===== config.mk =====
export PLATFORM = sky130hd
export DESIGN_NAME = iir_biquad_cascade
export DESIGN_NICKNAME = d
export VERILOG_FILES = /design/src/rtl/iir_biquad_cascade.sv
export SDC_FILE = /design/constraint.sdc
export NUM_CORES = 1
export LEC_CHECK = 0
export CORE_ASPECT_RATIO = 1.5
export CORE_UTILIZATION = 64
export CTS_CLUSTER_DIAMETER = 120
export DETAILED_ROUTE_END_ITERATION = 16
export GPL_TIMING_DRIVEN = 0
export PLACE_DENSITY = 0.82
export SLEW_MARGIN = 40
export SYNTH_ARGS = -nofsm -noshare
export SYNTH_HDL_FRONTEND = slang
export SYNTH_SLANG_ARGS = --single-unit

===== constraint.sdc =====
create_clock -name sys_clk -period 12.1 [get_ports sys_clk]
set_input_delay 1.815 -clock sys_clk [delete_from_list [all_inputs] [get_ports sys_clk]]
set_output_delay 1.815 -clock sys_clk [all_outputs]
set_load 0.01 [all_outputs]

===== src/rtl/iir_biquad_cascade.sv =====
// Cascade of NSEC direct-form-I biquad sections sharing one MAC unit.
// Each sample takes 6 cycles per section: five MAC steps, then a write-back
// that rounds, saturates and shifts the section's delay line.
module iir_biquad_cascade #(
    parameter int DW   = 10,
    parameter int CW   = 16,
    parameter int FRAC = 14,
    parameter int NSEC = 2,
    parameter int ACCW = 40
) (
    input  logic                         sys_clk,
    input  logic                         sys_rst_n,
    input  logic                         in_valid,
    output logic                         in_ready,
    input  logic signed [DW-1:0]         data_in,
    output logic                         out_valid,
    output logic signed [DW-1:0]         data_out,
    output logic                         ovf,
    output logic                         busy,
    input  logic                         clear,
    input  logic                         coef_we,
    input  logic [$clog2(5*NSEC)-1:0]    coef_addr,
    input  logic signed [CW-1:0]         coef_data
);

    localparam int NCOEF = 5 * NSEC;
    localparam int AW    = $clog2(NCOEF);
    localparam int SW    = (NSEC > 1) ? $clog2(NSEC) : 1;
    localparam int PW    = DW + CW;

    localparam logic signed [CW-1:0]   B0_ONE = CW'(1) << FRAC;
    localparam logic signed [ACCW-1:0] HALF   = ACCW'(1) << (FRAC - 1);
    localparam logic signed [ACCW-1:0] MAXV   = (ACCW'(1) << (DW - 1)) - ACCW'(1);
    localparam logic signed [ACCW-1:0] MINV   = -MAXV - ACCW'(1);

    typedef enum logic [1:0] {S_IDLE, S_MAC, S_WB} state_t;

    state_t             state_q, state_d;
    logic [SW-1:0]      sec_q, sec_d;
    logic [2:0]         k_q, k_d;

    logic signed [CW-1:0]   coef_q [NCOEF];
    logic signed [DW-1:0]   x1_q [NSEC];
    logic signed [DW-1:0]   x2_q [NSEC];
    logic signed [DW-1:0]   y1_q [NSEC];
    logic signed [DW-1:0]   y2_q [NSEC];
    logic signed [DW-1:0]   xin_q;
    logic signed [ACCW-1:0] acc_q;
    logic                   ovf_acc_q;
    logic                   out_valid_q;
    logic                   ovf_q;
    logic signed [DW-1:0]   data_out_q;

    logic                   accept;
    logic                   last_sec;
    logic [AW-1:0]          cidx;
    logic signed [CW-1:0]   coef_sel;
    logic signed [DW-1:0]   opnd;
    logic signed [PW-1:0]   prod;
    logic signed [ACCW-1:0] acc_next;
    logic signed [ACCW-1:0] rnd;
    logic signed [DW-1:0]   sat;
    logic                   clip;

    assign in_ready  = (state_q == S_IDLE);
    assign busy      = ~in_ready;
    assign accept    = in_ready && in_valid;
    assign last_sec  = (sec_q == SW'(NSEC - 1));
    assign out_valid = out_valid_q;
    assign data_out  = data_out_q;
    assign ovf       = ovf_q;

    // MAC operand selection, product accumulation, rounding and saturation
    always_comb begin
        cidx     = AW'(5 * int'(sec_q) + int'(k_q));
        coef_sel = coef_q[cidx];
        opnd     = '0;
        case (k_q)
            3'd0:    opnd = xin_q;
            3'd1:    opnd = x1_q[sec_q];
            3'd2:    opnd = x2_q[sec_q];
            3'd3:    opnd = y1_q[sec_q];
            default: opnd = y2_q[sec_q];
        endcase
        prod     = coef_sel * opnd;
        acc_next = (k_q >= 3'd3) ? acc_q - ACCW'(prod) : acc_q + ACCW'(prod);
        rnd      = (acc_q + HALF) >>> FRAC;
        clip     = 1'b0;
        if (rnd > MAXV) begin
            sat  = MAXV[DW-1:0];
            clip = 1'b1;
        end else if (rnd < MINV) begin
            sat  = MINV[DW-1:0];
            clip = 1'b1;
        end else begin
            sat  = rnd[DW-1:0];
        end
    end

    // Sequencer next-state: IDLE -> MAC(s,0..4) -> WB(s) -> next section or IDLE
    always_comb begin
        state_d = state_q;
        sec_d   = sec_q;
        k_d     = k_q;
        case (state_q)
            S_IDLE: begin
                if (in_valid) begin
                    state_d = S_MAC;
                    sec_d   = '0;
                    k_d     = '0;
                end
            end
            S_MAC: begin
                if (k_q == 3'd4) begin
                    state_d = S_WB;
                end else begin
                    k_d = k_q + 3'd1;
                end
            end
            S_WB: begin
                k_d = '0;
                if (last_sec) begin
                    state_d = S_IDLE;
                    sec_d   = '0;
                end else begin
                    state_d = S_MAC;
                    sec_d   = sec_q + SW'(1);
                end
            end
            default: state_d = S_IDLE;
        endcase
    end

    // Sequencer state register
    always_ff @(posedge sys_clk) begin
        if (!sys_rst_n) begin
            state_q <= S_IDLE;
            sec_q   <= '0;
            k_q     <= '0;
        end else begin
            state_q <= state_d;
            sec_q   <= sec_d;
            k_q     <= k_d;
        end
    end

    // Datapath: coefficient bank, delay lines, accumulator and output registers
    always_ff @(posedge sys_clk) begin
        if (!sys_rst_n) begin
            for (int unsigned i = 0; i < NCOEF; i++) begin
                coef_q[i] <= (i % 5 == 0) ? B0_ONE : '0;
            end
            for (int unsigned i = 0; i < NSEC; i++) begin
                x1_q[i] <= '0;
                x2_q[i] <= '0;
                y1_q[i] <= '0;
                y2_q[i] <= '0;
            end
            xin_q       <= '0;
            acc_q       <= '0;
            ovf_acc_q   <= 1'b0;
            out_valid_q <= 1'b0;
            ovf_q       <= 1'b0;
            data_out_q  <= '0;
        end else begin
            out_valid_q <= 1'b0;
            ovf_q       <= 1'b0;
            case (state_q)
                S_IDLE: begin
                    if (clear) begin
                        for (int unsigned i = 0; i < NSEC; i++) begin
                            x1_q[i] <= '0;
                            x2_q[i] <= '0;
                            y1_q[i] <= '0;
                            y2_q[i] <= '0;
                        end
                    end
                    if (accept) begin
                        xin_q     <= data_in;
                        acc_q     <= '0;
                        ovf_acc_q <= 1'b0;
                    end else if (coef_we && (int'(coef_addr) < NCOEF)) begin
                        coef_q[coef_addr] <= coef_data;
                    end
                end
                S_MAC: begin
                    acc_q <= acc_next;
                end
                S_WB: begin
                    x2_q[sec_q] <= x1_q[sec_q];
                    x1_q[sec_q] <= xin_q;
                    y2_q[sec_q] <= y1_q[sec_q];
                    y1_q[sec_q] <= sat;
                    // section output becomes the next section's input
                    xin_q       <= sat;
                    acc_q       <= '0;
                    ovf_acc_q   <= ovf_acc_q | clip;
                    if (last_sec) begin
                        data_out_q  <= sat;
                        out_valid_q <= 1'b1;
                        ovf_q       <= ovf_acc_q | clip;
                    end
                end
                default: ;
            endcase
        end
    end

endmodule


==> out/metrics.yaml, run 1 <==
finClkSkew_ns: 0.0408
status: "finished clean"
gr-usage-met3_pct: 4.34
grt_pass1_vias: 19900
grt_max_degree: 19
firstDrtPassIters: 7
ant_nets: 0
rows: 90
power_density_nw_per_um2: 249
routed_via_density: 6.38
start_util_pct: 64.8
final_cell_mix: "336 x edfxtp_1, 305 x nor2_1, 231 x inv_1, 199 x nand2_1, 141 x fa_1"
final_common_cell: "edfxtp_1"
drtIter0Drc: 2057
crit_top_cell: "fa_1"
routed_wl_um: 71300
synth.distinct_cells: 95
hold_class: "reg -> reg"
fin_area_um2: 29200
nFillCells: 2614
fmax_mhz: 85.6
grt_pass1_wl_um: 108000
vias: 19500
antenna_found_initial: 3
grt_use_total_pct: 34.7
critical-path-max-stage-delay_ns: 0.60
synth_flop_cell: "edfxtp_1"
cp-start-kind: "flip-flop"
cts_tree: "yes"
grt_overflow: 0
syn2layout_area_growth_pct: 12.3
dp_slack_ns: -0.448
cp.arrival_ns: 12.10
maxCapViolCount: 0
die_w_um: 167
grtUsageMet2_pct: 61.4
fin_nets: 2803
async_flop_share_pct: 0
yosys_register_bits: 406
grt.busiest_layer: "met2"
syn-cell-area_um2: 26000
setup_viol: 0
post_drt_wl_per_cell_um: 23.4
fin_crit_ns: 11.68
cp_max_fo: 10
hpwlAfterDp_um: 50600
io_pins: 49
hold_viol: 0
ys_warn_count: 0
crit_required_ns: 12.51
die-area_um2: 41400
clkLatencyLatePin_ns: 0.56
die_h_um: 249
postCtsHoldBufs: 0
p_leak_nw: 12.0
report.final.slew_viol_count: 0
use_met1_pct: 39.0
cts_inserted_buffers: 37
synth_edf_count: 336
core_area_um2: 40100
crit_type: "reg -> reg"
cpMaxStageDelayCell: "dfxtp_1"
setup_tns_ns: 0
synth_area_per_cell_um2: 11.2
drive_gt1_share_pct: 9.70
drcViolationCount: 0
slew_headroom_pct: 38.4
cp.buffers_inverters: 4
clock_path_buffers: 3
irDropWorstVdd_uv: 146
clkTransAtPathRegs_ns: 0.06
place.port_buffers: 47
ys_seq_area_share_pct: 44.2
rsz0062_at_grt: "false"
finalWorstSetupSlack_ns: 0.416
gp_congestion: 0.935
critical_path.endpoint_type: "flip-flop"
h-tree-depth: 2
clock_sinks: 406
crit_family: "adder cells"
worst-slew-pin-transition_ns: 0.924
placed_cell_area_um2: 27700
period_share_pct: 96.6
syn_inst: 2328
root_buffer: "clkbuf_16"
## cell type report
| cell class | instances | area (µm²) | area share, % |
|---|---|---|---|
| Antenna cell | 2 | 5.00 | 0.0172 |
| Buffer | 88 | 373 | 1.28 |
| Clock buffer | 44 | 1010 | 3.48 |
| Clock inverter | 24 | 340 | 1.17 |
| Inverter | 232 | 871 | 2.98 |
| Multi-Input combinational cell | 1696 | 13800 | 47.4 |
| Sequential cell | 406 | 11500 | 39.4 |
| Tap cell | 506 | 633 | 2.17 |
| Timing Repair Buffer | 57 | 608 | 2.08 |
## logic make-up (layout without fill, tap and decap cells)
| family | Yosys count | count (layout) | share of synthesized area (%) |
|---|---|---|---|
| flip-flops | 406 | 406 | 44.2 |
| buffers and inverters | 321 | 445 | 4.69 |
| AND/OR/NAND/NOR | 771 | 771 | 13.8 |
| AO/OA/AOI/OAI | 357 | 357 | 9.22 |
| adder cells (fa/ha/maj) | 250 | 250 | 16.1 |
| XOR/XNOR | 96 | 96 | 3.32 |
| other | 1 | 98 | 0.0144 |
| multiplexers | 126 | 126 | 8.63 |
## per-stage QoR
stage                     hold WS, ns  power [W]  utilization [%]  cells
after floorplan                 0.448    0.00485                -   2423
after global placement          0.436    0.00575             68.4   2976
after detailed placement        0.438    0.00589             69.0   2982
after CTS                       0.457    0.00719             72.4   3050
after global routing            0.469    0.00775             72.8   3055
final                           0.453    0.00727             72.8   3055
## repair_timing
action / 4_1_cts / 5_1_grt
setup endpoints to repair: 7 / 8
resized for setup: 10 / 33
buffers inserted: 0 / 4
pin swaps: 0 / 1
endpoints found under the hold margin: 0 / 0
## flip-flops by register name, indices dropped and copies added, names as in the netlist, 2 cells and up, named ones only
register and flops:
acc_q 40, coef_q 256, data_out 10, k_q 3
state_q 2, x1_q 20, x2_q 20, xin_q 10
y1_q 20, y2_q 20
## Yosys cell counts (all sizes together), types with 68 or more instances
cell type | count | area share [%]
o21ai | 72 | 1.4
mux4 | 78 | 6.8
clkbuf | 68 | 0.98
dfxtp | 70 | 5.4
inv | 232 | 3.4
nor2b | 75 | 1.8
nor2 | 306 | 4.4
a21oi | 88 | 1.7
fa | 141 | 11
edfxtp | 336 | 39
nand2 | 207 | 3.0
ha | 109 | 5.2
## metal layers
metal | vias to the layer above | wire (µm) | share of wire [%]
met1 | 9479 | 23700 | 33
met2 | 1247 | 36600 | 51
met5 | - | 11 | 0.015
met3 | 323 | 5720 | 8.0
li1 | 8426 | - | -
met4 | 2 | 5240 | 7.3
## path summary, 6_finish.rpt
| kind | start | to | slack [ns] | depth (start not counted) |
|---|---|---|---|---|
| worst max register to register | last_sec | acc_q[37] | 0.42 | 38 |
| worst max-delay path | last_sec | acc_q[37] | 0.42 | 38 |
| worst min-delay path | data_out[4] | data_out[4] | 0.45 | 1 |
| worst min register to register | data_out[4] | data_out[4] | 0.45 | 1 |
## where the power goes
group | leakage, nW | internal (W) | total [W] | switching [W]
Combinational | 7.26 | 0.00166 | 0.00432 | 0.00266
Clock | 0.650 | 0.000741 | 0.00129 | 0.000551
Sequential | 4.08 | 0.00160 | 0.00166 | 0.0000601
(Power assumes the default switching activity.)
==> run 2, diff against run 1 <==
--- a/config.mk
+++ b/config.mk
@@ -6,11 +6,10 @@
 export NUM_CORES = 1
 export LEC_CHECK = 0
 export CORE_ASPECT_RATIO = 1.5
-export CORE_UTILIZATION = 64
+export CORE_UTILIZATION = 30
 export CTS_CLUSTER_DIAMETER = 120
 export DETAILED_ROUTE_END_ITERATION = 16
 export GPL_TIMING_DRIVEN = 0
-export PLACE_DENSITY = 0.82
 export SLEW_MARGIN = 40
 export SYNTH_ARGS = -nofsm -noshare
 export SYNTH_HDL_FRONTEND = slang
==> run 2 against run 1 <==
  * Critical path depth grew 1
  * Worst hold slack improved by 0.0010 ns
  * Total power shrank 1.8%
  * Register-to-register slack improved by 0.12 ns
  * Critical endpoint unchanged
  * Largest power group unchanged
  * Highest routed layer is now met4
==> out/metrics.yaml, run 2 (synthesized netlist as in run 1, its figures left out) <==
hp-start: "data_out[7]"
grt_max_degree: 17  # -2
cp.buffers_inverters: 8  # +4
crit_required_ns: 12.51  # about the same
hold_viol: 0  # unchanged
p_sw_share_pct: 44.7  # -0.30 points
critical-path-max-stage-delay_ns: 0.67  # +0.07 ns
cp-start-kind: "flip-flop"
clkLatencyLatePin_ns: 0.56  # about the same
fin_nets: 2811  # +0.29%
gr-usage-met3_pct: 1.20  # -3.1 points
rows: 131  # +46%
io_pins: 49  # unchanged
drtIter0Drc: 967  # -53%
combPwrFrac_pct: 59.7  # +0.2 points
core_area_um2: 85400  # +110%
period_share_pct: 95.6  # -0.96 points
vias: 17900  # -7.9%
p_clk_share_pct: 17.1  # -0.7 points
irDropWorstVdd_uv: 123  # -16%
critical_path.endpoint_type: "flip-flop"
h-tree-depth: 2  # unchanged
grt.busiest_layer: "met2"
routed_via_density: 4.87  # -24%
grt_pass1_wl_um: 106000  # -2.0%
crit_top_cell: "fa_1"
final_cell_mix: "336 x edfxtp_1, 304 x nor2_1, 231 x inv_1, 198 x nand2_1, 141 x fa_1"
grt_pass1_vias: 18500  # -7.4%
maxCapViolCount: 0  # unchanged
place.port_buffers: 47  # unchanged
die_w_um: 242  # +46%
drcViolationCount: 0  # unchanged
syn2layout_area_growth_pct: 15.2
power.switching_w: 0.00319  # -2.5%
ant_nets: 0  # unchanged
gp_congestion: 0.852  # -8.9%
cts_tree: "yes"
start_util_pct: 30.4  # -34 points
crit_family: "compound AO/OA/AOI/OAI gates"
use_met1_pct: 16.8  # -22 points
antenna_found_initial: 0  # -3
firstDrtPassIters: 5  # -2
drive_gt1_share_pct: 9.79  # +0.091 points
clock_path_buffers: 3  # unchanged
routed_wl_um: 67500  # -5.4%
power_density_nw_per_um2: 239  # -4.3%
largest_reg_flops: 256  # unchanged
root_buffer: "clkbuf_16"
die_h_um: 362  # +46%
setup_viol: 0  # unchanged
grtUsageMet2_pct: 30.6  # -31 points
power.internal_w: 0.00395  # -1.3%
clkTransAtPathRegs_ns: 0.07  # about the same
grt_overflow: 0  # unchanged
fmax_mhz: 86.4  # +1.0%
crit_type: "reg -> reg"
post_drt_wl_per_cell_um: 18.3  # -22%
placed_cell_area_um2: 28500  # +2.9%
num_antenna_cells: 0  # -2
fin_crit_ns: 11.57  # -0.116 ns
cp_max_fo: 10  # unchanged
hpwlAfterDp_um: 51800  # +2.2%
fin_area_um2: 29900  # +2.6%
status: "finished clean"
postCtsHoldBufs: 0  # unchanged
finClkSkew_ns: 0.0197  # -0.0211 ns
cpMaxStageDelayCell: "a2111oi_1"
grt_use_total_pct: 15.6  # -19 points
report.final.slew_viol_count: 0  # unchanged
final_common_cell: "edfxtp_1"
reg.largest.list: "coef_q x256, acc_q x40"
p_leak_nw: 12.0  # +0.14%
final_util_pct: 35.1  # -38 points
clock_sinks: 406  # unchanged
hold_class: "reg -> reg"
p_seq_share_pct: 23.1  # +0.3 points
slew_headroom_pct: 44.9  # +6.5 points
die-area_um2: 87800  # +110%
largest-register: "coef_q"
worst-slew-pin-transition_ns: 0.824  # -0.0995 ns
cp.arrival_ns: 11.98  # -0.12 ns
cts_inserted_buffers: 38  # +2.7%
[run 2: changes by cell type in the layout (fill, tap and decap cells not counted), sizes merged]
| cell | before | now |
|---|---|---|
| buf | 28 | 34 |
| bufinv | 6 | 4 |
| clkbuf | 114 | 123 |
| clkdlybuf4s15 | 0 | 1 |
| clkinv | 13 | 8 |
| clkinvlp | 5 | 0 |
| diode | 2 | 0 |
| inv | 232 | 235 |
[run 2: per-layer routing]
layer | share of wire [%] | routed length (µm)
met1 | 37 | 24900
met3 | 2.8 | 1900
met4 | 4.4 | 2940
met2 | 56 | 37800
met5 | 0 | 0
[run 2: cell type report]
class,instances,area (µm²)
buffer,88,393
inverter,232,871
sequential,406,11500
fill,8464,55500
clock inverter,15,194
multi-input combinational,1696,13900
clock buffer,53,1040
timing repair buffer,64,664
tap,1130,1410
[run 2: timing repair]
| action | in CTS | in global routing |
|---|---|---|
| setup endpoints to repair | 8 | 8 |
| buffers inserted | 3 | 7 |
| gates resized for setup | 22 | 24 |
| pin swaps | 1 | 2 |
| hold endpoints to repair | 0 | 0 |
[run 2: power by group through the flow]
stage / Combinational [W] / Sequential [W] / Clock (W)
2_1_floorplan: 0.00319 / 0.00166 / 0
3_3_place_gp: 0.00420 / 0.00168 / 0
3_5_place_dp: 0.00422 / 0.00168 / 0
4_1_cts: 0.00427 / 0.00165 / 0.00124
5_1_grt: 0.00475 / 0.00166 / 0.00129
6_report: 0.00427 / 0.00165 / 0.00122
[run 2: worst paths after layout]
path	end	slack, ns	cells past startpoint
worst min register to register	data_out[7]	0.45	1
worst min-delay path	data_out[7]	0.45	1
worst max register to register	acc_q[37]	0.53	39
worst max-delay path	acc_q[37]	0.53	39
[run 2: stage by stage]
step / worst slack (ns) / hold WS, ns / power (W) / cells / setup TNS (ns)
after floorplan: 1.99 / 0.448 / 0.00485 / 2423 / 0
after global placement: -1.23 / 0.436 / 0.00588 / 3600 / -9.32
after detailed placement: -0.591 / 0.443 / 0.00590 / 3607 / -2.02
after CTS: 0.00618 / 0.459 / 0.00716 / 3677 / 0
after global routing: -0.0241 / 0.470 / 0.00769 / 3684 / -0.0241
final: 0.531 / 0.454 / 0.00714 / 3684 / 0
